## src/rtl/core_wb_arbiter.sv

```systemverilog
// Register-file write-port arbiter: pipeline writeback vs. buffered ring-network returns,
// with a starvation counter. Optional direct return path: CORE_WB_FIFO_BYPASS_EN.
module core_wb_arbiter #(
    parameter int FIFO_DEPTH   = 4,
    parameter int STARVE_LIMIT = 3
) (
    input  logic                            clk,
    input  logic                            rst,
    input  logic                            pipe_regwrite,
    input  logic [4:0]                      pipe_dest_reg,
    input  logic [31:0]                     pipe_wdata,
    input  logic                            net_valid,
    input  logic [4:0]                      net_dest_reg,
    input  logic [31:0]                     net_data,
    output logic                            net_ready,
    output logic                            pipe_stall,
    output logic                            rf_we,
    output logic [4:0]                      rf_waddr,
    output logic [31:0]                     rf_wdata,
    output logic [$clog2(FIFO_DEPTH+1)-1:0] fifo_count
);

    localparam int PTR_W = $clog2(FIFO_DEPTH);
    localparam int CNT_W = $clog2(FIFO_DEPTH + 1);
    localparam logic [3:0] LIMIT = 4'(STARVE_LIMIT);

    typedef enum logic [1:0] {GRANT_NONE, GRANT_PIPE, GRANT_FIFO, GRANT_NET} grant_e;

    typedef struct packed {
        logic [4:0]  dest;
        logic [31:0] data;
    } entry_t;

    entry_t             mem [FIFO_DEPTH];
    logic [PTR_W-1:0]   rd_ptr, wr_ptr;
    logic [CNT_W-1:0]   count;
    logic [3:0]         starve_cnt;
    grant_e             grant;
    logic               pipe_req, head_req, push, pop;
    entry_t             head;

    assign pipe_req   = pipe_regwrite && (pipe_dest_reg != 5'd0);
    assign head_req   = (count != '0);
    assign net_ready  = (count != CNT_W'(FIFO_DEPTH));
    assign fifo_count = count;
    assign head       = mem[rd_ptr];

    // NOTE: every always_comb output gets a default first so no path can infer a latch.
    always_comb begin
        grant = GRANT_NONE;
        if (head_req && starve_cnt >= LIMIT)
            grant = GRANT_FIFO;
        else if (pipe_req)
            grant = GRANT_PIPE;
        else if (head_req)
            grant = GRANT_FIFO;
`ifdef CORE_WB_FIFO_BYPASS_EN
        else if (net_valid && net_dest_reg != 5'd0)
            grant = GRANT_NET;
`endif
    end

    assign pipe_stall = pipe_req && (grant != GRANT_PIPE);
    assign pop        = (grant == GRANT_FIFO);
    // r0 returns complete the handshake but are dropped; bypassed returns skip the FIFO.
    assign push       = net_valid && net_ready && (net_dest_reg != 5'd0) && (grant != GRANT_NET);

    // NOTE: storage has no reset; occupancy and pointers alone decide what is valid.
    always_ff @(posedge clk) begin
        if (push)
            mem[wr_ptr] <= '{dest: net_dest_reg, data: net_data};
    end

    // NOTE: sequential state uses non-blocking assignments so all registers update together.
    always_ff @(posedge clk or posedge rst) begin
        if (rst) begin
            rd_ptr     <= '0;
            wr_ptr     <= '0;
            count      <= '0;
            starve_cnt <= '0;
            rf_we      <= 1'b0;
            rf_waddr   <= '0;
            rf_wdata   <= '0;
        end else begin
            if (push) wr_ptr <= wr_ptr + 1'b1;
            if (pop)  rd_ptr <= rd_ptr + 1'b1;
            case ({push, pop})
                2'b10:   count <= count + 1'b1;
                2'b01:   count <= count - 1'b1;
                default: count <= count;
            endcase

            if (!head_req || grant == GRANT_FIFO)
                starve_cnt <= '0;
            else if (grant == GRANT_PIPE && starve_cnt != 4'hF)
                starve_cnt <= starve_cnt + 1'b1;

            rf_we <= (grant != GRANT_NONE);
            case (grant)
                GRANT_PIPE: begin
                    rf_waddr <= pipe_dest_reg;
                    rf_wdata <= pipe_wdata;
                end
                GRANT_FIFO: begin
                    rf_waddr <= head.dest;
                    rf_wdata <= head.data;
                end
                GRANT_NET: begin
                    rf_waddr <= net_dest_reg;
                    rf_wdata <= net_data;
                end
                default: ;
            endcase
        end
    end

endmodule
```

## config.mk

```make
export PLATFORM = sky130hd
export DESIGN_NAME = core_wb_arbiter
export DESIGN_NICKNAME = d
export VERILOG_FILES = /design/src/rtl/core_wb_arbiter.sv
export SDC_FILE = /design/constraint.sdc
export NUM_CORES = 1
export LEC_CHECK = 0
export CAP_MARGIN = 20
export CELL_PAD_IN_SITES_DETAIL_PLACEMENT = 0
export CELL_PAD_IN_SITES_GLOBAL_PLACEMENT = 1
export CORE_MARGIN = 2
export CORE_UTILIZATION = 45
export CTS_CLUSTER_SIZE = 16
export DETAILED_ROUTE_END_ITERATION = 10
export PLACE_DENSITY = 0.89
export SKIP_CTS_REPAIR_TIMING = 1
export SLEW_MARGIN = 20
export SYNTH_ARGS = -nofsm -noshare
export SYNTH_HDL_FRONTEND = slang
export SYNTH_SLANG_ARGS = --single-unit
```

## constraint.sdc

```tcl
create_clock -name clk -period 3 [get_ports clk]
set_clock_uncertainty 0.2 [all_clocks]
set_input_delay 0.3 -clock clk [delete_from_list [all_inputs] [get_ports clk]]
set_output_delay 0.3 -clock clk [all_outputs]
set_load 0.01 [all_outputs]
```

* Word level (Yosys, flattened, before mapping) *
Memories as Yosys holds them, arrays and structs flattened.
Index checks and enable logic that the tools add are counted.
W data, S select, Z words.

cells by class
  add/sub/neg operators = 5
  magnitude comparators = 1
  equal/unequal tests = 9
  multiplexer cells = 10
  reduce and logical (&&, ||, !) cells = 16

operator list
  kind                   count
  $pmux W32 S3           1
  $pmux W5 S3            1
  $reduce_bool A5 Y1     2
  $mux W4                2
  $logic_and A1 B1 Y1    7
  $eq A2 B2 Y1 const B   3
  $mux W2                3
  $pmux W3 S2            1
  $reduce_bool A2 Y1     3
  $reduce_bool A3 Y1     2
  $add A2 B1 Y2 const B  2
  $add A4 B1 Y4 const B  1
  $eq A2 B1 Y1 const B   2
  $ge A4 B2 Y1 const B   1
  $ne A4 B4 Y1 const B   1
  $add A3 B1 Y3 const B  1
  $ne A3 B3 Y1 const B   1
  $sub A3 B1 Y3 const B  1
  $mux W1                2
  $ne A2 B1 Y1 const B   1
  $ne A2 B2 Y1 const B   1
  $logic_not A1 Y1       1
  $logic_or A1 B1 Y1     1

word-level totals
  flip-flop bits (word level) = 49
  memory bits (writable) = 148
  bits of input ports = 78
  logic and storage cells = 49
  memories kept = 1

memories
  name  words  bits a word  read ports  clocked after Yosys merged registers in  wr ports  RTL line  text
  mem   4      37           1           0                                        1         34        entry_t mem [FIFO_DEPTH];

* Depth between registers and ports, before layout *
Gate-level depths: netlist of run 1.

  depth after elaboration = 8
  mapped depth = 10
  gate-level depth less buffers = 9

* Least setup slack after synthesis of run 1 *
OpenSTA, ideal clock, no wires.

  kind = flip-flop to flip-flop
  from = register starve_cnt[0]
  to = register count[2] (netlist: fifo_count[2])
  data arrival time = 2319 ps
  path slack = 351 ps
  cell stages (with the launch flop) = 11
  clock period less this slack = 2649 ps
  cells stage by stage = dfrtp_1 -> ha_1 -> nor3_1 -> o211ai_4 -> and2_1 -> buf_4 -> ha_1 -> fa_1 -> xnor2_1 -> nor2_1 -> xor2_1

between the ends
  word-level cells in the longest chain between the ends = 7

RTL lines
  element                                            RTL line  text
  start: declaration                                 37        logic [3:0] starve_cnt;
  start signal: assignment                           96        starve_cnt <= starve_cnt + 1'b1;
  $ge A4 B2 Y1 (*)                                   51        if (head_req && starve_cnt >= LIMIT)
  $logic_and A1 B1 Y1 (*)                            51
  $mux W2 (*)                                        51
  $ne A2 B2 Y1                                       66        assign push = net_valid && net_ready && (net_dest_reg != 5'd0) && (grant != GRANT_NET);
  $logic_and A1 B1 Y1                                66
  $eq A2 B1 Y1 or $eq A2 B2 Y1 (tied branches)       87        case ({push, pop})
  $pmux W3 S2 or $reduce_bool A2 Y1 (tied branches)  n/a
  end signal: assignment                             88        2'b10: count <= count + 1'b1;
  end signal: assignment                             89        2'b01: count <= count - 1'b1;
  end signal: assignment                             90        default: count <= count;
  end: declaration                                   36        logic [CNT_W-1:0] count;

Mark *: on every way between the ends. The rest lies on a longest branch, timed or not.
A chain may end at the register's enable or synchronous reset.

* Worst setup path in the final report of run 1 *
  from = register starve_cnt[0]
  to = output pipe_stall

between the ends
  word-level cells in the longest chain between the ends = 5

RTL lines
  element              RTL line  text
  $ge A4 B2 Y1         51
  $logic_and A1 B1 Y1  51
  $mux W2              51
  $ne A2 B1 Y1         63        assign pipe_stall = pipe_req && (grant != GRANT_PIPE);
  $logic_and A1 B1 Y1  63
  end: declaration     16        output logic pipe_stall,

No other way between the ends.

==> results of run 1 <==
[through the flow]
step / hold slack [ns] / area [sq um] / utilization (%)
after floorplan: 0.199 / 7590 / -
after global placement: 0.230 / 9120 / 55.2
after detailed placement: 0.243 / 9120 / 55.2
after CTS: 0.204 / 9730 / 58.9
after global routing: 0.231 / 9730 / 58.9
final: 0.179 / 9730 / 58.9
[worst max-delay path, cell delays in order, from the launching register on]
cell and delay [ns]:
dfrtp_1 0.38, ha_1 0.20, nor3_1 0.42, or2_2 0.25, nor2_1 0.05, clkdlybuf4s50_1 0.47
[final timing paths]
kind | startpoint | to | slack (ns)
max | starve_cnt[0] | pipe_stall | 0.30
min | rst | rf_wdata[21] | 0.18
max reg2reg | starve_cnt[0] | fifo_count[2] | 0.39
min reg2reg | starve_cnt[0] | starve_cnt[0] | 0.25
max in group asynchronous | rst | rd_ptr[1] | 1.91
min in group clk | starve_cnt[0] | starve_cnt[0] | 0.25
[logic make-up (layout without fill, tap and decap cells)]
group,Yosys count,in the layout
fa+ha+maj,7,7
buf+inv,29,175
xor+xnor,6,6
compound gates,42,42
mux,39,39
other cells,1,2
flops,197,197
simple gates,90,90
[routing by layer]
layer  vias up  part of all wire [%]  GRT usage, %
met5         -                     0             0
met4         0                   1.1          5.56
met3        12                   6.8          5.03
met1      2151                    43          24.5
met2       146                    50          29.9
li1       1906                     -             -
[power by group through the flow]
stage | clock network, W | logic [W] | registers, W
after detailed placement | 0 | 0.00292 | 0.00415
after floorplan | 0 | 0.00165 | 0.00412
final | 0.00235 | 0.00287 | 0.00409
after global placement | 0 | 0.00286 | 0.00410
after global routing | 0.00249 | 0.00313 | 0.00417
after CTS | 0.00239 | 0.00294 | 0.00410
[layout by cell type (no fill, tap or decap), drive strengths merged, types with 5 or more instances in the layout]
cell type	netlist	routed
inv	5	7
nand2	34	34
ha	6	6
clkdlybuf4s50	0	120
and2	5	5
nand3	34	34
a22oi	32	32
dfrtp	49	49
edfxtp	148	148
mux4	37	37
buf	16	18
clkbuf	8	20
[flip-flops by register name, indices dropped and copies added (netlist names)]
| register | cells |
|---|---|
| fifo_count | 3 |
| mem | 148 |
| rd_ptr | 2 |
| rf_waddr | 5 |
| rf_wdata | 32 |
| rf_we | 1 |
| starve_cnt | 4 |
| wr_ptr | 2 |
[cell type report]
type / count / area [sq um]
sequential: 197 / 5670
inverter: 5 / 18.8
tap: 220 / 275
clock buffer: 20 / 437
timing repair buffer: 138 / 1350
clock inverter: 12 / 178
multi-input combinational: 186 / 1800
fill: 1225 / 6790
==> results.cfg, run 1 <==
[placed_design]
port_buffers = 120
dp_hpwl_um = 9780
dp.cells = 746
dpl_worst_slack_ns = 0.112
gp_routability_congestion = 0.791

[logic_synthesis]
synth-async-reset-ratio_pct = 24.9
synth_commonest_cells = 148 x edfxtp_1, 49 x dfrtp_1, 37 x mux4_2, 34 x nand2_1, 34 x nand3_1
synth_compound_area_share_pct = 4.50
yosysSeqAreaShare_pct = 74.7
synth_cells = 411
synth-simple-area-share_pct = 5.72
synth-main-ff-cell = edfxtp_1
yosysTopAreaCell = edfxtp_1
yosysTopAreaCellShare_pct = 58.6
yosys_warnings = 0
synth_top_family_by_area = multiplexers
netlist_area_sq_mm = 0.00759
synth-xor-area-share_pct = 0.692
synth_most_common_cell = edfxtp_1
synth_edf_count = 148
synth_fa_ha_area_share_pct = 1.25
synth_mux_area_share_pct = 11.3
ys_seq_elements = 197
yosys.cell_types.count = 33
yosys-top-cells-area = edfxtp_1 59%, dfrtp_1 16%, mux4_2 11%
avgSynthCellArea_sq_um = 18.5

[setup_path]
end_kind = output pin
worstSetupPathType = reg2out
worstPathMaxFanout = 6
cp-start-kind = flop
crit_arrival_ns = 2.20
reg2regPathDepth = 9
required_ns = 2.50

[pwr]
p_per_area_mw_per_mm2 = 956
clkPwrFrac_pct = 25.2
power_w = 0.00931
p_leak_nw = 3.51
p_int_w = 0.00664
p_seq_share_pct = 43.9
power.switching_w = 0.00267
switching_share_pct = 28.6
ir_drop_mv = 0.550
p_comb_share_pct = 30.9

[drt]
final_antenna_net_count = 0
viasPerCell = 5.42
vias = 4215
wl_per_cell_um = 19.9
firstDrtPassIters = 7
wl_um = 15400
drc = 0
drt_iter0_drc = 267

[floorplanning]
die_w_um = 134
start_util_pct = 45.9
die-area_sq_mm = 0.0179
die_h_um = 134
core_sq_mm = 0.0165
num_rows = 47
ioPinCount = 121

[clock_network]
clock_path_buffers = 2
cts-root-buf = clkbuf_16
path_clk_slew_ns = 0.07
cts_tree = yes
insertion_delay_ns = 0.43
cts_buffers = 17
htreeDepth = 4
cts_sinks = 197

[timing]
final-max-slew-violation-count = 0
fin_crit_ns = 2.70
clock.fmax_mhz = 371
rsz0062_at_grt = false
worst_slack_ns = 0.303
setup_viol_count_final = 0
tightest_slew_ns = 0.868
relSlewSlack_pct = 42.1
fin_tns_setup_ns = 0
hold_violations = 0
finalCritPeriodShare_pct = 89.9

[global_routing]
grt_util_all_layers_pct = 18.4
grt-ovfl-total = 0
grt_pass1_vias = 4415
grt_max_degree = 50
antenna_found_initial = 0
grt_pass1_wl_um = 24500

[cells_and_area]
finalNetCount = 630
area_delta_synth_final_pct = 28.3
fin_cells = 778
num_antenna_cells = 0
drive_gt1_share_pct = 17.6

[run]
cap_violations = 0

[hold_path]
hold_path.class = in2async

[run_status]
status = completed
No activity file was read; power rests on OpenSTA's default activity.
==> inputs of run 2 (changes only) <==
--- a/config.mk
+++ b/config.mk
@@ -5,6 +5,7 @@
 export SDC_FILE = /design/constraint.sdc
 export NUM_CORES = 1
 export LEC_CHECK = 0
+export ABC_AREA = 0
 export CAP_MARGIN = 20
 export CELL_PAD_IN_SITES_DETAIL_PLACEMENT = 0
 export CELL_PAD_IN_SITES_GLOBAL_PLACEMENT = 1
@@ -14,7 +15,6 @@
 export DETAILED_ROUTE_END_ITERATION = 10
 export PLACE_DENSITY = 0.89
 export SKIP_CTS_REPAIR_TIMING = 1
-export SLEW_MARGIN = 20
 export SYNTH_ARGS = -nofsm -noshare
 export SYNTH_HDL_FRONTEND = slang
 export SYNTH_SLANG_ARGS = --single-unit
==> results of run 2 <==
Same layout as run 1: the final DEF is identical, and so are final timing and power.
==> inputs of run 3 (changes only) <==
--- a/config.mk
+++ b/config.mk
@@ -13,6 +13,7 @@
 export CORE_UTILIZATION = 45
 export CTS_CLUSTER_SIZE = 16
 export DETAILED_ROUTE_END_ITERATION = 10
+export GPL_TIMING_DRIVEN = 0
 export PLACE_DENSITY = 0.89
 export SKIP_CTS_REPAIR_TIMING = 1
 export SYNTH_ARGS = -nofsm -noshare
==> run 3 against run 2 <==
Flip-flop and latch count unchanged. Maximum frequency is 3.0% lower. Cell area increased by 0.77%. Global-route usage rose by 0.59 points. Combinational power up 6%. Critical path type is now in2reg. Count of clock-buffer cells in the layout unchanged.
==> results.cfg, run 3 (synthesis results as in run 1) <==
[run_status]
status = completed

[pwr]
p_seq_share_pct = 42.3
p_leak_nw = 3.55
p_int_w = 0.00672
clkPwrFrac_pct = 25.5
p_comb_share_pct = 32.2
p_per_area_mw_per_mm2 = 959
ir_drop_mv = 0.526
power.switching_w = 0.00269
switching_share_pct = 28.6

[clock_network]
clock_path_buffers = 2
cts_buffers = 17
htreeDepth = 4
cts_sinks = 197
cts-root-buf = clkbuf_16
cts_tree = yes
insertion_delay_ns = 0.43
path_clk_slew_ns = 0.07

[global_routing]
grt-ovfl-total = 0
grt_max_degree = 28
grt_pass1_wl_um = 25000
grt_pass1_vias = 4606
antenna_found_initial = 0
grt_util_all_layers_pct = 19.0

[setup_path]
cp-start-kind = input port
end_kind = flop
timing.rr.start = starve_cnt[0]
required_ns = 3.12
worstPathMaxFanout = 10
critical_path.max_stage_delay_ns = 0.58
path_cells = clkdlybuf4s50_1 > or4_4 > o211ai_4 > and2_1 > buf_4 > ha_1 > fa_1 > mux2_2
path_buf_inv = 2
crit_start = pipe_dest_reg[0]
crit_arrival_ns = 2.90
worstSetupPathType = in2reg
crit_slowest_cell = or4_4
crit_family = simple AND/OR/NAND/NOR gates

[timing]
clock.fmax_mhz = 360
final-max-slew-violation-count = 0
finalCritPeriodShare_pct = 92.7
tightest_slew_ns = 0.654
worst_slack_ns = 0.220
relSlewSlack_pct = 56.4
setup_viol_count_final = 0
hold_violations = 0
hold_ws_ns = 0.0521
fin_tns_setup_ns = 0
rsz0062_at_grt = false
fin_crit_ns = 2.78

[cells_and_area]
final_common_cell = edfxtp_1
reg_top3 = mem (148), rf_wdata (32), rf_waddr (5)
drive_gt1_share_pct = 17.6
finalNetCount = 640
num_antenna_cells = 0
top_register = mem
area_delta_synth_final_pct = 29.3
final_cell_mix = 148 x edfxtp_1, 119 x clkdlybuf4s50_1, 49 x dfrtp_1
largest_reg_flops = 148
final_util_pct = 59.4

[drt]
firstDrtPassIters = 5
top_layer_used = met4
vias = 4261
wl_per_cell_um = 20.1
routed-wl-met2_um = 8140
drc = 0
wl_um = 15900
wl_met1_um = 6410
drt_iter0_drc = 338
final_antenna_net_count = 0
viasPerCell = 5.41
wl_met3_um = 1000

[floorplanning]
die_h_um = 134
die_w_um = 134
core_sq_mm = 0.0165
num_rows = 47
die-area_sq_mm = 0.0179
ioPinCount = 121
start_util_pct = 45.9

[run]
cap_violations = 0

[placed_design]
dp_hpwl_um = 10800
port_buffers = 119
dpl_worst_slack_ns = -0.226
gp_routability_congestion = 0.712

[hold_path]
hold_path.class = in2async
## run 3: stage by stage
step	area [sq um]	total power, W	std cells
6_report	9810	0.00941	788
5_1_grt	9810	0.00993	788
4_1_cts	9800	0.00952	788
3_5_place_dp	9160	0.00710	756
3_3_place_gp	9060	0.00694	751
2_1_floorplan	7590	0.00577	412
## run 3: final timing paths
| check | to | slack [ns] | cells past startpoint |
|---|---|---|---|
| max in group asynchronous | rf_wdata[13] | 1.99 | 3 |
| min in group clk | starve_cnt[1] | 0.19 | 3 |
| worst max-delay path | fifo_count[1] | 0.22 | 8 |
| worst min-delay path | rf_wdata[17] | 0.05 | 2 |
| worst min register to register | starve_cnt[0] | 0.27 | 1 |
| worst max register to register | fifo_count[2] | 0.23 | 10 |
## run 3: worst register-to-register path, delay by kind of cell, from the launching register on
family,cells,cell delay (ns)
adder cells (fa/ha/maj),3,0.82
AND/OR/NAND/NOR,3,0.62
flip-flops,1,0.39
XOR/XNOR,2,0.29
AO/OA/AOI/OAI,1,0.21
buffers and inverters,1,0.16
## run 3: area by class of cell
type,instances,area [sq um]
clock inverters,12,174
flip-flops and latches,197,5670
multi-input cells,186,1800
fillers,1193,6720
repair buffers,124,1290
inverters,5,18.8
well taps,220,275
plain buffers,24,116
clock buffers,20,467
## run 3: power groups by stage
stage / Combinational [W] / Clock (W) / Sequential [W]
after global placement: 0.00292 / 0 / 0.00402
final: 0.00303 / 0.00240 / 0.00398
after detailed placement: 0.00306 / 0 / 0.00404
after floorplan: 0.00165 / 0 / 0.00412
after CTS: 0.00309 / 0.00244 / 0.00399
after global routing: 0.00332 / 0.00255 / 0.00406
## run 3: layer usage
| metal | vias to the layer above | track usage, % |
|---|---|---|
| met2 | 149 | 32.6 |
| met4 | 0 | 6.44 |
| li1 | 1922 | - |
| met1 | 2165 | 23.5 |
| met3 | 25 | 5.10 |
| met5 | - | 0 |
